===== config.mk =====
export PLATFORM = sky130hd
export DESIGN_NAME = fetch_pc_gen
export DESIGN_NICKNAME = d
export VERILOG_FILES = /design/src/rtl/fetch_pc_gen.sv
export SDC_FILE = /design/constraint.sdc
export NUM_CORES = 1
export LEC_CHECK = 0
export BUFFER_PORTS_ARGS = -buffer_cell sky130_fd_sc_hd__buf_2
export CAP_MARGIN = 5
export CORE_MARGIN = 3
export CORE_UTILIZATION = 55
export CTS_CLUSTER_SIZE = 40
export DETAILED_ROUTE_END_ITERATION = 7
export PLACE_DENSITY = 0.79
export SETUP_SLACK_MARGIN = 0.15
export SLEW_MARGIN = 20
export SYNTH_ARGS = -nofsm -noshare
export SYNTH_HDL_FRONTEND = slang
export SYNTH_SLANG_ARGS = --single-unit

===== constraint.sdc =====
create_clock -name clock -period 5.6 [get_ports clock]
set_clock_uncertainty 0.2 [all_clocks]
set_input_delay 1.4 -clock clock [delete_from_list [all_inputs] [get_ports clock]]
set_output_delay 1.4 -clock clock [all_outputs]
set_load 0.005 [all_outputs]

===== src/rtl/fetch_pc_gen.sv =====
// Instruction fetch front end: sequential PC generation, in-order imem
// requests, a 2-entry skid buffer for returned words, and redirect handling
// that discards responses still in flight from the old path.
module fetch_pc_gen #(
  parameter int              XLEN         = 32,
  parameter logic [XLEN-1:0] RESET_PC     = 32'h0000_0000,
  parameter int              MAX_INFLIGHT = 2
) (
  input  logic              clock,
  input  logic              reset,
  input  logic              redirect_valid,
  input  logic [XLEN-1:0]   redirect_pc,
  output logic              imem_req_valid,
  input  logic              imem_req_ready,
  output logic [XLEN-1:0]   imem_req_addr,
  input  logic              imem_resp_valid,
  input  logic [XLEN-1:0]   imem_resp_data,
  input  logic              fifo_full,
  output logic              fifo_wn,
  output logic [2*XLEN-1:0] fifo_wdata
);

  // Counter width must hold os + sc, which can transiently reach MAX_INFLIGHT + 2.
  localparam int              CW      = $clog2(MAX_INFLIGHT + 3);
  localparam logic [XLEN-1:0] PC_STEP = XLEN'(32'd4);
  localparam logic [XLEN-1:0] ALIGN_M = {{(XLEN-2){1'b1}}, 2'b00};

  logic [XLEN-1:0]   fetch_pc_r;
  logic [XLEN-1:0]   resp_pc_r;
  logic [CW-1:0]     os_r;
  logic [CW-1:0]     drop_r;
  logic [1:0]        sc_r;
  logic [2*XLEN-1:0] skid0_r;
  logic [2*XLEN-1:0] skid1_r;

  logic [CW-1:0]     occ_s;
  logic              req_valid_s;
  logic              wn_s;
  logic              accept_s;
  logic              resp_s;
  logic              keep_s;
  logic [XLEN-1:0]   target_s;
  logic [2*XLEN-1:0] entry_s;

  // Request and queue-write qualification; both are held off during reset and redirect.
  always_comb begin
    occ_s       = os_r + CW'(sc_r);
    req_valid_s = 1'b0;
    wn_s        = 1'b0;
    if (reset) begin
      req_valid_s = 1'b0;
      wn_s        = 1'b0;
    end else begin
      req_valid_s = !redirect_valid && (occ_s < CW'(MAX_INFLIGHT));
      wn_s        = (sc_r != 2'd0) && !fifo_full && !redirect_valid;
    end
  end

  // Handshake decode: a response only counts while something is outstanding.
  always_comb begin
    accept_s = req_valid_s && imem_req_ready;
    resp_s   = imem_resp_valid && (os_r != {CW{1'b0}});
    keep_s   = resp_s && (drop_r == {CW{1'b0}});
    target_s = redirect_pc & ALIGN_M;
    entry_s  = {resp_pc_r, imem_resp_data};
  end

  // Fetch/response PCs and the outstanding/drop counters.
  always_ff @(posedge clock) begin
    if (reset) begin
      fetch_pc_r <= RESET_PC;
      resp_pc_r  <= RESET_PC;
      os_r       <= {CW{1'b0}};
      drop_r     <= {CW{1'b0}};
    end else if (redirect_valid) begin
      // Everything still outstanding belongs to the old path; the word
      // arriving this very cycle is already accounted for and thrown away.
      fetch_pc_r <= target_s;
      resp_pc_r  <= target_s;
      os_r       <= os_r - CW'(resp_s);
      drop_r     <= os_r - CW'(resp_s);
    end else begin
      if (accept_s) begin
        fetch_pc_r <= fetch_pc_r + PC_STEP;
      end else begin
        fetch_pc_r <= fetch_pc_r;
      end
      if (keep_s) begin
        resp_pc_r <= resp_pc_r + PC_STEP;
      end else begin
        resp_pc_r <= resp_pc_r;
      end
      if (resp_s && (drop_r != {CW{1'b0}})) begin
        drop_r <= drop_r - {{(CW-1){1'b0}}, 1'b1};
      end else begin
        drop_r <= drop_r;
      end
      os_r <= os_r + CW'(accept_s) - CW'(resp_s);
    end
  end

  // Skid buffer: skid0 is always the head; pushes go to the first free slot.
  always_ff @(posedge clock) begin
    if (reset) begin
      sc_r    <= 2'd0;
      skid0_r <= {(2*XLEN){1'b0}};
      skid1_r <= {(2*XLEN){1'b0}};
    end else if (redirect_valid) begin
      sc_r <= 2'd0;
    end else begin
      case ({keep_s, wn_s})
        2'b10: begin
          if (sc_r == 2'd0) begin
            skid0_r <= entry_s;
            sc_r    <= 2'd1;
          end else begin
            skid1_r <= entry_s;
            sc_r    <= 2'd2;
          end
        end
        2'b01: begin
          skid0_r <= skid1_r;
          sc_r    <= sc_r - 2'd1;
        end
        2'b11: begin
          // Push and pop together: count is unchanged, order preserved.
          if (sc_r == 2'd1) begin
            skid0_r <= entry_s;
          end else begin
            skid0_r <= skid1_r;
            skid1_r <= entry_s;
          end
        end
        default: begin
          sc_r <= sc_r;
        end
      endcase
    end
  end

  // Output mapping.
  always_comb begin
    imem_req_valid = req_valid_s;
    imem_req_addr  = fetch_pc_r;
    fifo_wn        = wn_s;
    fifo_wdata     = skid0_r;
  end

endmodule


Yosys cells after proc, flatten, opt, wreduce, memory -nomap -nowiden
Cells that the tools add are included.
- add/sub/neg operators: 8
- multiply operators: 0
- divide/modulo/power cells: 0
- order comparisons: 1
- eq/ne operators: 7
- shift operators: 0
- multiplexer cells: 17
- bitwise logic cells: 1
- reductions and logical operators: 23
- operators by type and width (operator ; number):
    $mux W64 ; 4
    $pmux W64 S3 ; 1
    $mux W32 ; 4
    $pmux W64 S2 ; 1
    $add A32 B3 Y32 const B ; 2
    $reduce_bool A2 Y1 ; 6
    $mux W3 ; 3
    $reduce_bool A3 Y1 ; 3
    $logic_and A1 B1 Y1 ; 7
    $ne A2 B2 Y1 const B ; 3
    $sub A3 B1 Y3 ; 2
    $eq A2 B1 Y1 const B ; 2
    $eq A2 B2 Y1 const B ; 2
    $pmux W2 S2 ; 1
    $reduce_and A4 Y1 ; 1
    $add A3 B1 Y3 ; 1
    $add A3 B2 Y3 ; 1
    $logic_not A3 Y1 ; 1
    $lt A3 B2 Y1 const B ; 1
    $reduce_and A3 Y1 ; 1
    $sub A3 B1 Y3 const B ; 1
    $logic_not A1 Y1 ; 2
    $logic_not A2 Y1 ; 1
    $mux W1 ; 2
    4 further kinds ; 4
- bits in registers: 200
- bits in latches: 0
- memory bits (writable): 0
- memory bits (read-only): 0
- input port bits: 70
- logic and storage cells: 66
- memories kept: 0

Longest topological paths before layout
- word-level depth: 8
- depth in mapped cells: 14
- depth with buffers taken out: 13

Least setup slack after synthesis
Ideal clock, no wire load.
- kind: input port to flip-flop
- start point: input port reset
- end point: register os_r[2]
- library setup time: 0.128 ns
- data arrival time: 3.789 ns
- setup slack: 1.483 ns
- stages: 13
- path buffers: 2
- cells stage by stage: buf_2 or2_4 nor3_4 inv_4 clkbuf_1 ha_1 inv_1 ha_1 fa_1 xor2_1 o21ai_0 xnor2_1 nor2_1
- cells in the longest elaborated chain, start to end: 5
- ends and longest elaborated chain (item ; line ; source):
    start: declaration ; 10 ; input logic reset,
    $mux W1 ; 50 ; if (reset) begin
    $logic_and A1 B1 Y1 ; 61 ; accept_s = req_valid_s && imem_req_ready;
    $add A3 B1 Y3 ; 98 ; os_r <= os_r + CW'(accept_s) - CW'(resp_s);
    $sub A3 B1 Y3 ; 98 ;
    $mux W3 ; 75 ; end else if (redirect_valid) begin
    end signal: assignment ; 73 ; os_r <= {CW{1'b0}};
    end signal: assignment ; 80 ; os_r <= os_r - CW'(resp_s);
    end signal: assignment ; 98 ;
    end: declaration ; 30 ; logic [CW-1:0] os_r;
Parallel ways exist; a longest one is shown, timed or not.
A chain may end at the register's enable or synchronous reset.

Final worst setup path
- start point: input port reset
- end point: output port imem_req_valid
- cells in the longest elaborated chain, start to end: 1
- ends and longest elaborated chain (item ; line ; source):
    $mux W1 ; 50 ;
    end: declaration ; 13 ; output logic imem_req_valid,
Every way passes these cells.

==> results.yml <==
synthesis:
  yosys.cell_types.count: 53
  asyncSetResetFlopFracSynth: 0
  synth_seq_cells: 192
  synthTopCellsByCount: "192 x dfxtp_1, 167 x nand2_1, 99 x nor2_1"
  synth_warnings: 0
  yosysTopAreaCellShare: 0.444
  netlist_top_cells_area: "dfxtp_1 44%, nand2_1 7.2%, a211oi_1 6.4%"
  synth_enable_flop_cells: 0
  synth.cell_area_mm2: 0.00866
  synthMostInstantiatedCell: "dfxtp_1"
  dominantRegCellSynth: "dfxtp_1"
  synthesis.instances: 1055
  ys_seq_area_frac: 0.444
  postSynthAreaPerCell_um2: 8.21
  synth_top_area_cell: "dfxtp_1"
routing:
  drt_iter0_drcs: 762
  finalWirelength_mm: 21.5
  route.antenna.remaining_nets: 0
  drc: 0
  route.vias.total: 7884
  wire_per_inst_um: 15.5
  detailedRoute.firstPassIterationCount: 5
  via_count_normalized_by_instance_count: 5.68
sta:
  timing_worst_slew_pin_value_ns: 1.02
  clock.fmax_mhz: 237
  drv_slew: 0
  slew_headroom: 0.318
  layout_worst_path_cycle_share: 0.754
  hold-worst-slack_ns: 0.255
  finalSetupViolations: 0
  rsz0062_at_grt: "false"
  period_needed_ns: 4.22
  hold_viol_final: 0
  timing.setup.tns_ns: 0
pwr:
  total_leakage_power_nw: 3.88
  p_per_area_mw_per_mm2: 374
  irDropWorstVdd_v: 0.000217
global_routing:
  grt.overflow.total: 0
  pin_count_of_the_biggest_net_entering_global_routing: 99
  global_route.usage.total: 0.242
  number_of_antenna_violations_at_the_first_check_in_global_routing: 0
  grt_pass1_wl_mm: 35.2
  first_global_vias: 7165
worst_setup_path:
  critical_path.max_fanout: 79
  r2r_setup_slack_ns: 2.10
  timing.rr.end: "os_r[2]"
  worst_setup_path_start_kind: "input pin"
  timing.critical_path.arrival_ns: 2.62
  regToRegStartpoint: "os_r[1]"
  endpoint_required_time_on_the_critical_path_ns: 4.00
  criticalPathCategory: "input pin to output port"
  worst_r2r_path_depth: 14
  type_of_destination_of_the_critical_path: "output port"
placed_design:
  gp_congestion: 0.872
  placed_cell_area_mm2: 0.00953
  dp_hpwl_mm: 14.3
  buffer_ports.inserted: 161
  placed_cells: 1356
run_status:
  outcome: "completed"
floorplan:
  floorplan.rows: 45
  core_area_mm2: 0.0153
  die_y_um: 131
  design.portCount: 168
  initial_utilization: 0.565
  dieWidth_um: 131
  design.die.area_mm2: 0.0173
finish:
  final_design_area_no_fill_mm2: 0.0102
  finalNetCount: 1251
  areaGrowthSynthToFinish_pct: 17.4
  utilization: 0.663
  register_area_mm2: 0.00384
  finish.cell_count_without_fillers: 1389
  drive_above_1_share: 0.189
  fill_cells: 1346
  insertedDiodeCount: 0
  multiInputGateArea_mm2: 0.00437
clock_network:
  clock_sink_count: 192
  cts_post_setup_buffers_inserted: 0
  clock_tree.root_cell: "clkbuf_16"
  htree_num_levels: 4
  clock_edge_transition_at_the_registers_on_the_reported_setup_and_hold_paths_ns: 0.06
  clk_path_buf_depth: 2
  tritoncts: "yes"
  clk_latency_ns: 0.43
  hold_buffers: 0
  ctsResizeCount: 0
  total_cts_buffers: 17
min_path:
  hold_path.class: "register to register"
  worstHoldEndpoint: "skid1_r[19]"
  hold_path.startpoint: "skid1_r[19]"
  holdPathStages: 2
flow_run:
  drv.max_cap_violation_count: 0
cell type report:
cell class                      count  area share
Clock inverter                     13      0.0156
Tap cell                          211      0.0260
Clock buffer                       19      0.0446
Multi-Input combinational cell    747       0.430
Sequential cell                   192       0.378
Inverter                           33      0.0124
Timing Repair Buffer              174      0.0929
per-stage QoR:
stage / worst slack, ns / total power [W]
finish: 1.38 / 0.00380
CTS: 1.38 / 0.00381
detailed placement: 1.32 / 0.00257
floorplan: 1.48 / 0.00228
global placement: 1.36 / 0.00255
global route: 1.26 / 0.00401
state kept, by name (all words and copies together), names as in the netlist:
name           count
skid1_r           62
drop_r             3
os_r               3
resp_pc_r         30
fifo_wdata        62
sc_r               2
imem_req_addr     30
worst max-delay path, cell delays in order:
cell,delay (ns)
buf_4,0.10
buf_4,0.63
nor2_1,0.11
and3_1,0.22
buf_2,0.13
cells by family (layout without fill, tap and decap cells):
logic type | count (synthesis) | after routing | synth area share
muxes | 5 | 5 | 0.00679
adders and majority gates | 16 | 16 | 0.0249
DFF | 192 | 192 | 0.444
and+or+nand+nor | 383 | 383 | 0.199
buffers and inverters | 119 | 239 | 0.0549
other | 1 | 4 | 0.000433
AOI/OAI and AO/OA | 294 | 294 | 0.224
xor gates and xnor gates | 45 | 45 | 0.0455
power by group:
| part | switching [W] | internal (W) | leakage [nW] |
|---|---|---|---|
| clock network | 0.000522 | 0.000727 | 0.296 |
| logic | 0.000496 | 0.000363 | 2.02 |
| registers | 0.000132 | 0.00156 | 1.57 |
how the worst max path moves through the flow:
stage              startpoint             end  slack [ns]  cells after the start
4_1_cts                 reset  imem_req_valid        1.38                      5
6_report                reset  imem_req_valid        1.38                      5
3_3_place_gp            reset  imem_req_valid        1.36                      5
5_1_grt                 reset  imem_req_valid        1.26                      5
3_5_place_dp   redirect_valid     skid1_r[28]        1.32                      8
2_1_floorplan           reset         os_r[2]        1.48                     13
cell usage in the layout, fill, tap and decap left out, types with 4 or more instances in the layout:
cell / count
a211oi_1: 74
a21boi_0: 22
a21oi_1: 92
a22oi_1: 63
a311oi_1: 6
a31oi_1: 10
and3_1: 9
and4_1: 6
buf_2: 160
buf_4: 11
clkbuf_16: 17
clkinv_2: 4
conb_1: 4
dfxtp_1: 192
ha_1: 14
inv_1: 31
nand2_1: 166
nand3_1: 29
nand4_1: 18
nor2_1: 98
nor3_1: 14
nor4_1: 12
o21ai_0: 13
or3_1: 10
xnor2_1: 32
xor2_1: 13
layer usage:
layer	track usage	wire length, um	vias up
met5	0	0	-
met4	0.0881	405	0
met3	0.0421	1410	33
met2	0.359	9490	268
met1	0.355	10200	3643
li1	-	-	3940
No activity file was read; power rests on OpenSTA's default activity.
